===== src/rtl/fifo_rd_fwft_stage_pkg.sv =====
// Shared constants and helpers for the FIFO read-side FWFT stage.
// Provides the data width default, legal read latencies and clog2.
package fifo_pkg;

    localparam int DATA_WIDTH_DEF = 8;
    localparam int RD_LAT_MIN     = 1;
    localparam int RD_LAT_MAX     = 2;

    function automatic int clog2(input int value);
        int r;
        r = 0;
        for (int i = 0; i < 31; i++) begin
            if ((1 << i) < value) r = i + 1;
        end
        return r;
    endfunction

endpackage


===== src/rtl/fifo_rd_fwft_stage_if.sv =====
// Output stream of the FWFT stage: m_valid / m_ready / m_data.
// master drives valid+data, slave drives ready.
interface fifo_rd_fwft_stage_if
    import fifo_pkg::*;
#(
    parameter int DATA_WIDTH = DATA_WIDTH_DEF
);
    logic                  m_valid;
    logic                  m_ready;
    logic [DATA_WIDTH-1:0] m_data;

    modport master (output m_valid, output m_data, input  m_ready);
    modport slave  (input  m_valid, input  m_data, output m_ready);

endinterface


===== src/rtl/fifo_rd_fwft_stage_rd_lat_pipe.sv =====
// Read-return tag pipe: LAT-stage shift of issued-read tags.
// Ports: r_clk/rrst_n (sync, active-low), tag_i in, tag_o out, cnt_o in-flight count.
module rd_lat_pipe
    import fifo_pkg::*;
#(
    parameter int LAT = 1,
    parameter int CW  = clog2(LAT + 1)
) (
    input  logic          r_clk,
    input  logic          rrst_n,
    input  logic          tag_i,
    output logic          tag_o,
    output logic [CW-1:0] cnt_o
);

    logic [LAT-1:0] stg_q;
    logic [LAT-1:0] stg_d;

    always_comb begin
        stg_d    = '0;
        stg_d[0] = tag_i;
        for (int i = 1; i < LAT; i++) begin
            stg_d[i] = stg_q[i-1];
        end
    end

    always_ff @(posedge r_clk) begin
        if (!rrst_n) stg_q <= '0;
        else         stg_q <= stg_d;
    end

    assign tag_o = stg_q[LAT-1];

    // Tags still in the pipe are reads whose data has not landed yet.
    always_comb begin
        cnt_o = '0;
        for (int i = 0; i < LAT; i++) begin
            cnt_o = cnt_o + CW'(stg_q[i]);
        end
    end

endmodule


===== src/rtl/fifo_rd_fwft_stage.sv =====
// FWFT read stage: issues FIFO reads on credit into a small output buffer.
// Ports: r_clk, rrst_n (sync, active-low), r_empty/r_en/r_data raw read side,
// m_if (m_valid/m_ready/m_data stream), occupancy, ovf_err (sticky).
module fifo_rd_fwft_stage
    import fifo_pkg::*;
#(
    parameter int  DATA_WIDTH = DATA_WIDTH_DEF,
    parameter int  RD_LATENCY = 1,
    parameter int  OUT_DEPTH  = 4,
    localparam int OW         = clog2(OUT_DEPTH) + 1
) (
    input  logic                  r_clk,
    input  logic                  rrst_n,
    input  logic                  r_empty,
    output logic                  r_en,
    input  logic [DATA_WIDTH-1:0] r_data,
    fifo_rd_fwft_stage_if.master  m_if,
    output logic [OW-1:0]         occupancy,
    output logic                  ovf_err
);

    localparam int AW = clog2(OUT_DEPTH);
    localparam int CW = clog2(RD_LATENCY + 1);
    localparam int SW = OW + 1;

    logic [DATA_WIDTH-1:0] mem_q [OUT_DEPTH];
    logic [AW-1:0]         head_q, head_d;
    logic [AW-1:0]         tail_q, tail_d;
    logic [OW-1:0]         occ_q, occ_d;
    logic                  ovf_q, ovf_d;

    logic          rd_vld;
    logic [CW-1:0] infl;
    logic [SW-1:0] credit_used;
    logic          full;
    logic          m_valid;
    logic          pop;
    logic          wr;

    // Credit: buffered plus in-flight words must fit the buffer.
    // Only registered state feeds this, never m_ready.
    assign credit_used = SW'(occ_q) + SW'(infl);
    assign r_en = rrst_n & ~r_empty & (credit_used < SW'(OUT_DEPTH));

    rd_lat_pipe #(
        .LAT (RD_LATENCY),
        .CW  (CW)
    ) u_pipe (
        .r_clk  (r_clk),
        .rrst_n (rrst_n),
        .tag_i  (r_en),
        .tag_o  (rd_vld),
        .cnt_o  (infl)
    );

    assign full    = (occ_q == OW'(OUT_DEPTH));
    assign m_valid = (occ_q != '0);
    assign pop     = m_valid & m_if.m_ready;
    // A full buffer still accepts a return when the head leaves this cycle.
    assign wr      = rd_vld & (~full | pop);

    always_comb begin
        head_d = head_q;
        tail_d = tail_q;
        occ_d  = occ_q;
        ovf_d  = ovf_q | (rd_vld & full & ~pop);
        if (pop) head_d = head_q + AW'(1);
        if (wr)  tail_d = tail_q + AW'(1);
        unique case (1'b1)
            wr & ~pop: occ_d = occ_q + OW'(1);
            pop & ~wr: occ_d = occ_q - OW'(1);
            default:   occ_d = occ_q;
        endcase
    end

    always_ff @(posedge r_clk) begin
        if (!rrst_n) begin
            head_q <= '0;
            tail_q <= '0;
            occ_q  <= '0;
            ovf_q  <= 1'b0;
        end else begin
            head_q <= head_d;
            tail_q <= tail_d;
            occ_q  <= occ_d;
            ovf_q  <= ovf_d;
        end
    end

    always_ff @(posedge r_clk) begin
        if (wr) mem_q[tail_q] <= r_data;
    end

    // Gating keeps m_data at zero whenever nothing is buffered.
    assign m_if.m_valid = m_valid;
    assign m_if.m_data  = m_valid ? mem_q[head_q] : '0;
    assign occupancy    = occ_q;
    assign ovf_err      = ovf_q;

endmodule


===== src/flat_wrapper.sv =====
// flat-port wrapper written by rule: the top's interface ports become plain ports
module fifo_rd_fwft_stage_flat import fifo_pkg::*;
#(
    parameter int  DATA_WIDTH = DATA_WIDTH_DEF,
    parameter int  RD_LATENCY = 1,
    parameter int  OUT_DEPTH  = 4,
    localparam int OW         = clog2(OUT_DEPTH) + 1
)
  (r_clk, rrst_n, r_empty, r_en, r_data, occupancy, ovf_err, m_if_m_valid, m_if_m_data, m_if_m_ready);
  fifo_rd_fwft_stage_if #(.DATA_WIDTH(DATA_WIDTH)) m_if_i ();
  input  logic r_clk;
  input  logic rrst_n;
  input  logic r_empty;
  output logic r_en;
  input  logic [DATA_WIDTH-1:0] r_data;
  output logic [OW-1:0] occupancy;
  output logic ovf_err;
  output wire logic [$bits(m_if_i.m_valid)-1:0] m_if_m_valid;
  output wire logic [$bits(m_if_i.m_data)-1:0] m_if_m_data;
  input wire logic [$bits(m_if_i.m_ready)-1:0] m_if_m_ready;
  assign m_if_m_valid = m_if_i.m_valid;
  assign m_if_m_data = m_if_i.m_data;
  assign m_if_i.m_ready = m_if_m_ready;
  fifo_rd_fwft_stage #(.DATA_WIDTH(DATA_WIDTH), .RD_LATENCY(RD_LATENCY), .OUT_DEPTH(OUT_DEPTH)) u_core (.r_clk(r_clk), .rrst_n(rrst_n), .r_empty(r_empty), .r_en(r_en), .r_data(r_data), .m_if(m_if_i), .occupancy(occupancy), .ovf_err(ovf_err));
endmodule

===== config.mk =====
export PLATFORM = sky130hd
export DESIGN_NAME = fifo_rd_fwft_stage_flat
export DESIGN_NICKNAME = d
export VERILOG_FILES = /design/src/rtl/fifo_rd_fwft_stage_pkg.sv /design/src/rtl/fifo_rd_fwft_stage_if.sv /design/src/rtl/fifo_rd_fwft_stage_rd_lat_pipe.sv /design/src/rtl/fifo_rd_fwft_stage.sv /design/src/flat_wrapper.sv
export SDC_FILE = /design/constraint.sdc
export NUM_CORES = 1
export LEC_CHECK = 0
export CORE_ASPECT_RATIO = 0.7
export CORE_MARGIN = 1
export CORE_UTILIZATION = 44
export DETAILED_ROUTE_END_ITERATION = 7
export PLACE_DENSITY = 0.67
export SETUP_SLACK_MARGIN = 0.5
export SYNTH_ARGS = -nofsm -noshare
export SYNTH_HDL_FRONTEND = slang
export SYNTH_SLANG_ARGS = --single-unit

===== constraint.sdc =====
create_clock -name r_clk -period 2.3 [get_ports r_clk]
set_input_delay 0.23 -clock r_clk [delete_from_list [all_inputs] [get_ports r_clk]]
set_output_delay 0.23 -clock r_clk [all_outputs]
set_load 0.02 [all_outputs]

Word-level counts from Yosys, hierarchy flattened

Memories as Yosys holds them, arrays and structs flattened. A register that Yosys moved wholly into a read port is not among the register bits.
Cells that the tools add are included.

Memories: 1
RAM bits: 32
Output and inout port bits: 14
Input bits: 12
Flip-flop bits (word level): 9
Logic and storage cells: 35

Memory list:

| name         | depth | width | rd ports | clocked after Yosys merged registers in | write ports | line                     | source |
|---|---|---|---|---|---|---|---|
| u_core.mem_q | 4     | 8     | 1        | 1                                       | 1           | fifo_rd_fwft_stage.sv:26 | `logic [DATA_WIDTH-1:0] mem_q [OUT_DEPTH];` |

Bitwise operators: 14
Eq/ne operators: 1
Reductions and logical operators: 2
Add/sub/neg operators: 5
Magnitude comparators: 1
Mux-type cells: 6

Operators with widths:

| kind                                                                          | count |
|---|---|
| 1-bit AND                                                                     | 8 |
| 8-bit 2-to-1 mux                                                              | 1 |
| 3-bit one-hot mux with 2 select lines                                         | 1 |
| 2-bit by 1-bit adder with 2-bit output (second input constant)                | 2 |
| 3-bit by 1-bit adder with 4-bit output                                        | 1 |
| 4-bit by 3-bit less-than comparator with 1-bit output (second input constant) | 1 |
| 2-bit 2-to-1 mux                                                              | 2 |
| 1-bit inverter                                                                | 4 |
| 3-bit by 1-bit adder with 3-bit output (second input constant)                | 1 |
| 3-bit equality test (second input constant)                                   | 1 |
| 3-bit nonzero test                                                            | 1 |
| 3-bit by 1-bit subtractor with 3-bit output (second input constant)           | 1 |
| 1-bit 2-to-1 mux                                                              | 2 |
| 1-bit bitwise OR                                                              | 2 |
| 2-bit nonzero test                                                            | 1 |

Logic depth before layout (Yosys ltp)

Gate-level depths: netlist of the first run.

Word-level depth: 7
Mapped depth: 8
Gate-level depth less buffers: 7

Cells and area by module

From an unflattened synthesis of the first run, not the netlist that was laid out.

Cells, all modules: 125
Area, all modules: 1,856.8 µm²

Modules (own cells, without submodules):

| module             | area each (µm²) | seq. area each (µm²) | cells an instance | instances |
|---|---|---|---|---|
| fifo_rd_fwft_stage | 1,823.0         | 1,161.1              | 122               | 1 |
| rd_lat_pipe        | 33.8            | 20.0                 | 3                 | 1 |

Least setup slack after synthesis of the first run

OpenSTA, ideal clock, no wires.

Path kind: register to register
Start: reg u_core.occ_q[1], in the netlist u_core.occupancy[1]
End: reg u_core.occ_q[1], in the netlist u_core.occupancy[1]
Path buffers: 1
Cell stages (with the launch flop): 9
Path slack: -0.118 ns
Arrival: 2.322 ns
Period minus slack after synthesis: 2.418 ns
Cells stage by stage: dfxtp_1 -> buf_2 -> nor3_1 -> inv_1 -> nand3_1 -> fa_1 -> o21ba_2 -> o211ai_1 -> a221oi_1

Word-level cells in the longest chain between the ends: 7
Elaborated cells on any way between the ends: 14
Classes of those cells: 2 x add/sub; 1 x eq/ne; 1 x mux; 8 x bitwise; 2 x reduce/logical

Ends and longest elaborated chain:

| element                                                                            | line                     | source |
|---|---|---|
| start, declared                                                                    | fifo_rd_fwft_stage.sv:29 | `logic [OW-1:0] occ_q, occ_d;` |
| start signal, assigned                                                             | fifo_rd_fwft_stage.sv:80 | `occ_q <= '0;` |
| start signal, assigned                                                             | fifo_rd_fwft_stage.sv:85 | `occ_q <= occ_d;` |
| 3-bit nonzero test *                                                               | fifo_rd_fwft_stage.sv:57 | `assign m_valid = (occ_q != '0);` |
| via m_if_m_valid                                                                   | flat_wrapper.sv:18       | `output wire logic [$bits(m_if_i.m_valid)-1:0] m_if_m_valid;` |
| 1-bit AND *                                                                        | fifo_rd_fwft_stage.sv:58 | `assign pop = m_valid & m_if.m_ready;` |
| 1-bit bitwise OR                                                                   | fifo_rd_fwft_stage.sv:60 | `assign wr = rd_vld & (~full \| pop);` |
| 1-bit AND                                                                          | fifo_rd_fwft_stage.sv:60 |  |
| 1-bit inverter                                                                     | fifo_rd_fwft_stage.sv:71 | `pop & ~wr: occ_d = occ_q - OW'(1);` |
| 1-bit AND                                                                          | fifo_rd_fwft_stage.sv:71 |  |
| 3-bit one-hot mux with 2 select lines / 2-bit nonzero test (equally long branches) | --                       |  |

The timed path passes the listed nets; every way through them passes the cells marked *.
A chain may end at the register's enable or synchronous reset.

==> results of run 1 <==
## cell type report
type | instances | area share [%]
flip-flops and latches | 43 | 51.1
multi-input cells | 67 | 26.8
inverters | 7 | 1.13
repair buffers | 38 | 14.6
well taps | 52 | 2.79
clock buffers | 7 | 3.27
clock inverters | 1 | 0.214
## final timing paths
check                                    startpoint                  end  cells after the start
worst max-delay path                      flip-flop       m_if_m_data[7]                      5
worst min-delay path                   m_if_m_ready  u_core.occupancy[2]                      3
worst max register to register  u_core.occupancy[0]  u_core.occupancy[1]                      7
worst min register to register       u_core.ovf_err       u_core.ovf_err                      2
## placed cells by master (no fill, tap or decap), types with 5 or more instances in the layout
master / n
mux4_2: 8
buf_6: 6
edfxtp_1: 32
clkbuf_8: 5
buf_4: 11
nor2_1: 7
inv_1: 5
dfxtp_1: 7
clkdlybuf4s50_1: 15
and2b_1: 7
## layer usage
layer,routed length [um],part of all wire (%),GRT usage [%]
met1,1570,47,23.6
met3,122,3.7,6.39
met4,37,1.1,6.23
met2,1580,48,24.1
met5,0,0,0
## logic make-up after synthesis
group / after synthesis / synth area share [%]
compound gates: 15 / 5.55
xor+xnor: 4 / 1.89
fa+ha+maj: 5 / 3.79
buf+inv: 15 / 3.92
flops: 43 / 63.9
mux: 8 / 9.74
simple gates: 35 / 11.2
## what timing repair did
action | in CTS | in global routing
pin swaps | 0 | 3
hold buffers | 0 | 0
buffers inserted | 6 | 1
gates resized for setup | 39 | 12
endpoints found under the setup margin | 44 | 25
## flip-flops by register name (all words and copies together) (netlist names), named ones only
| name | count |
|---|---|
| u_core.mem_q | 32 |
| u_core.occupancy | 3 |
| u_core.head_q | 2 |
| u_core.tail_q | 2 |
| u_core.ovf_err | 1 |
| u_core.u_pipe.tag_o | 1 |
## cell usage after synthesis (all sizes together) (2+ instances only)
| cell type | instances |
|---|---|
| a21oi | 3 |
| and2b | 7 |
| and3 | 4 |
| buf | 6 |
| clkbuf | 2 |
| dfxtp | 11 |
| edfxtp | 32 |
| ha | 4 |
| inv | 6 |
| mux4 | 8 |
| nand2 | 2 |
| nand3 | 5 |
| nor2 | 7 |
| nor3 | 2 |
| nor4 | 2 |
| o211ai | 2 |
| o21ai | 3 |
| xor2 | 4 |
## critical path, delay by kind of cell, from the launching register on
kind / cells / cell delay, ps
buffers and inverters: 3 / 360
flip-flops: 1 / 340
multiplexers: 1 / 470
AND/OR/NAND/NOR: 1 / 170
## power groups by stage
stage          Clock, uW  Combinational (uW)  Sequential (uW)
6_report             451                 244              871
3_3_place_gp           0                 218              890
4_1_cts              464                 231              872
3_5_place_dp           0                 224              891
5_1_grt              499                 263              874
2_1_floorplan          0                 139              883
## stage by stage
stage | total power (uW) | util (%) | worst slack, ps | hold slack [ps] | area [um2]
after detailed placement | 1120 | 55.0 | 232 | 473 | 2180
final | 1570 | 58.8 | 446 | 451 | 2330
after CTS | 1570 | 57.8 | 358 | 495 | 2300
after floorplan | 1020 | - | 316 | 307 | 1880
after global routing | 1640 | 58.8 | 348 | 465 | 2330
after global placement | 1110 | 55.0 | 303 | 454 | 2180
==> run_results.csv, run 1 <==
group,metric,value,unit
status,status,"finished clean",
synth,synth_fp_nets,142,
timing,timing.setup.tns,0,ps
detailed_routing,num_vias,1118,
timing,clock_skew,7.66,ps
clock_network,htreeDepth,2,
synth,synth_area,1850,um2
setup_path,critPathMaxFanout,5,
timing,hold_violations,0,
setup_path,crit_type,"flip-flop to output port",
grt,grt-ovfl-total,0,
synth,netlist.area_leader.share,52.0,%
synth,synth_area_leaders,"edfxtp_1 (52%), dfxtp_1 (12%), mux4_2 (9.7%)",
detailed_routing,antenna_left,0,
power,power.leakage,0.000851,uW
final_layout,fillCellCount,306,
floorplan,die_height,56.2,um
place,io_buffers,25,
power,seqPwrFrac,55.6,%
timing,drv_slew,0,
detailed_routing,via_per_inst,5.20,
detailed_routing,wire_per_inst,15.4,um
power,internal_power,1200,uW
min_path,hp-class,"primary input to flip-flop",
final_layout,fin_cells,215,
synth,synth_edf_count,32,
final_layout,diodes,0,
final_layout,multi_input_area,627,um2
timing,slew_headroom,64.3,%
setup_path,crit_chain,"buf_6, buf_6, mux4_2, and2b_1, buf_6",
clock_network,insertion_delay,300,ps
job,timing.max_cap.violations,0,
synth,synth-seq-cells,43,
setup_path,reg2reg_slack,470,ps
floorplan,dieArea,4470,um2
clock_network,cts.root.buffer_cell,"clkbuf_8",
grt,grt_first_pass_wirelength,5320,um
synth,synthCells,125,
floorplan,initial_core_util,46.6,%
floorplan,die_w,79.5,um
setup_path,cp_data_required_time,2070,ps
floorplan,ios,26,
place,place_congestion,0.809,
power,switching_share,23.6,%
grt,grt_antenna_before_repair,0,
clock_network,max-clock-path-buffers,2,
timing,fmax,539,MHz
synth,synth.avg_cell_area,14.8,um2
grt,grt_pass1_vias,1076,
power,max-vdd-ir-drop,0.000382,V
setup_path,slowest_delay,470,ps
synth,synth_seq_area_share,63.9,%
setup_path,slowest_stage,"mux4_2",
synth,synth_warnings,0,
setup_path,start_kind,"flip-flop",
final_layout,area_growth,26.3,%
synth,yosysTopAreaCell,"edfxtp_1",
power,p_clk_share,28.8,%
clock_network,clkTransAtPathRegs,70,ps
timing,tightest_slew,527,ps
detailed_routing,drt-initial-drc-count,56,
clock_network,cts_tree,"built",
detailed_routing,drc,0,
clock_network,cts_made_buffers,5,
setup_path,endpoint_kind,"output port",
power,power_switching,369,uW
final_layout,regArea,1190,um2
setup_path,path_common_cell,"buf_6",
floorplan,rows,19,
detailed_routing,routed_wl,3310,um
timing,setup_viol,0,
final_layout,drive_above_1_share,28.8,%
synth,synthFlopType,"edfxtp_1",
clock_network,clkSinkCount,43,
power,share_comb_of_total_power,15.6,%
setup_path,cp.arrival,1620,ps
synth,postSynth.asyncResetShare,0,%
place,post-place-cells,200,
floorplan,core,3970,um2
place,hpwl,2210,um
detailed_routing,dr.pass1.iters,4,
final_layout,nets,179,
grt,grt.total_usage,16.9,%
synth,yosys.cell_types.count,35,
timing,fin_crit,1850,ps
grt,grt_max_degree,16,
power,pwr_density_cell,671,nW/um2
timing,min_period_over_period,80.6,%
timing,rsz0062_at_grt,"yes",
Note: power is estimated with default switching activity, not from simulation.
==> run 2: changes to the inputs <==
- clock period: 2.3 -> 1.9 ns (I/O delays scaled with it)
==> run 2 against run 1 <==
Compared with the run above: clock-buffer cell count unchanged; clock skew down 3.2 ps; total power up 24%; utilization up 3.3 points; worst hold slack better by 28 ps; sequential share of layout area down 2.8 points; combinational power up 44%; global-route usage up 0.74 points; first-iteration DRC count up 16%; non-clock buffer count up 8; via count up 5.8%; largest power group unchanged.
==> run_results.csv, run 2 (synthesis results as in run 1) <==
group,metric,value,unit
setup_path,cp.arrival,2050,ps
clock_network,clkTransAtPathRegs,80,ps
final_layout,drive_above_1_share,38.0,%
setup_path,slowest_stage,"fa_1",
timing,fmax,538,MHz
floorplan,die_height,56.2,um
grt,grt_antenna_before_repair,0,
clock_network,htreeDepth,2,
final_layout,top_register,"u_core.mem_q",
final_layout,nets,187,
clock_network,max-clock-path-buffers,2,
timing,tightest_slew,527,ps
floorplan,initial_core_util,46.6,%
detailed_routing,num_vias,1183,
timing,timing.hold.ws,479,ps
place,io_buffers,25,
setup_path,critPathMaxFanout,4,
final_layout,area_growth,33.3,%
final_layout,diodes,0,
detailed_routing,via_per_inst,5.30,
setup_path,cp_data_required_time,2090,ps
timing,min_period_over_period,97.8,%
setup_path,path_depth,7,
setup_path,r2r_cells,7,
power,power.leakage,0.000911,uW
timing,fin_crit,1860,ps
clock_network,cts.root.buffer_cell,"clkbuf_8",
clock_network,clkSinkCount,43,
final_layout,largest_reg_flops,32,
setup_path,crit_type,"flip-flop to flip-flop",
final_layout,fin_cells,223,
place,post-place-cells,202,
setup_path,start_kind,"flip-flop",
clock_network,cts_made_buffers,5,
detailed_routing,drt-initial-drc-count,65,
floorplan,rows,19,
min_path,whs_path_depth,2,
grt,grt_pass1_vias,1127,
setup_path,endpoint_kind,"flip-flop",
floorplan,die_w,79.5,um
place,place_area,2250,um2
detailed_routing,dr.pass1.iters,4,
detailed_routing,drc,0,
grt,grt-ovfl-total,0,
grt,grt_first_pass_wirelength,5600,um
detailed_routing,wire_per_inst,17.1,um
timing,rsz0062_at_grt,"yes",
detailed_routing,routed_wl,3810,um
timing,drv_slew,0,
clock_network,cts_tree,"built",
setup_path,crit_chain,"nor3_4, inv_2, nand3_2, fa_1, o21ba_4, o211ai_1, a221oi_2",
timing,slew_headroom,64.3,%
power,power,1940,uW
clock_network,insertion_delay,280,ps
floorplan,core,3970,um2
status,status,"finished clean",
final_layout,postLayoutCoreUtil,62.1,%
min_path,hp-class,"flip-flop to flip-flop",
job,timing.max_cap.violations,0,
power,pwr_density_cell,789,nW/um2
clock_network,cts_hold_buf,0,
timing,hold_violations,0,
grt,grt_max_degree,16,
setup_path,slowest_delay,430,ps
setup_path,cpLargestDelayFamily,"compound AO/OA/AOI/OAI gates",
floorplan,dieArea,4470,um2
detailed_routing,antenna_left,0,
floorplan,ios,26,
timing,clock_skew,4.47,ps
final_layout,final_cell_mix,"edfxtp_1 (32), buf_4 (15), clkdlybuf4s50_1 (11), buf_6 (11), mux4_2 (8)",
grt,grt.total_usage,17.7,%
final_layout,layout_commonest_cell,"edfxtp_1",
final_layout,design_area,2460,um2
setup_path,crit_buf_inv,1,
power,max-vdd-ir-drop,0.000624,V
place,hpwl,2320,um
timing,setup_viol,0,
place,place_congestion,0.771,
[run 2: cell count changes in the layout (fill, tap and decap cells not counted), moves of 2 or more]
cell and change:
and3_2 -2, clkdlybuf4s50_1 -4, and3_4 +4, buf_4 +4, buf_6 +5, and3_1 -2
inv_1 -2, buf_12 +2
[run 2: final timing paths]
check | from | slack (ps) | endpoint
min reg2reg | u_core.ovf_err | 480 | u_core.ovf_err
min | u_core.ovf_err | 480 | u_core.ovf_err
max reg2reg | u_core.occupancy[1] | 40 | u_core.occupancy[1]
max | u_core.occupancy[1] | 40 | u_core.occupancy[1]
[run 2: what timing repair did]
action,in CTS,in global routing
gates resized for setup,57,20
pin swaps,5,5
cloned,1,0
buffers inserted,8,4
endpoints found under the setup margin,48,51
[run 2: layout make-up]
class | count | area, um2
inverter | 7 | 28.8
clock inverter | 1 | 5.00
sequential | 43 | 1190
tap | 52 | 65.1
multi-input combinational | 67 | 664
timing repair buffer | 46 | 434
fill | 294 | 1510
clock buffer | 7 | 76.3
[run 2: through the flow]
stage | TNS [ps] | setup slack, ps
after floorplan | -84.3 | -84.3
after global placement | 0 | 36.3
after detailed placement | -43.8 | -43.8
after CTS | 0 | 91.7
after global routing | -35.4 | -35.4
final | 0 | 42.6
[run 2: metal layers]
layer  vias up  wire, um  track usage (%)
met1       599      1750             24.0
li1        561         -                -
met5         -         0                0
met4         0        38             5.71
met2        19      1900             27.7
met3         4       115             4.59
[run 2: report_power, final]
group	leakage, uW	internal, uW	switching [uW]
clock	0.0000422	258	283
combinational	0.000486	189	164
sequential	0.000382	1040	15.6
[run 2: tightest hold or removal path, stage by stage, from the launching register on]
cell and delay (ps):
dfxtp_1 330, a21oi_1 40, nor2_1 70
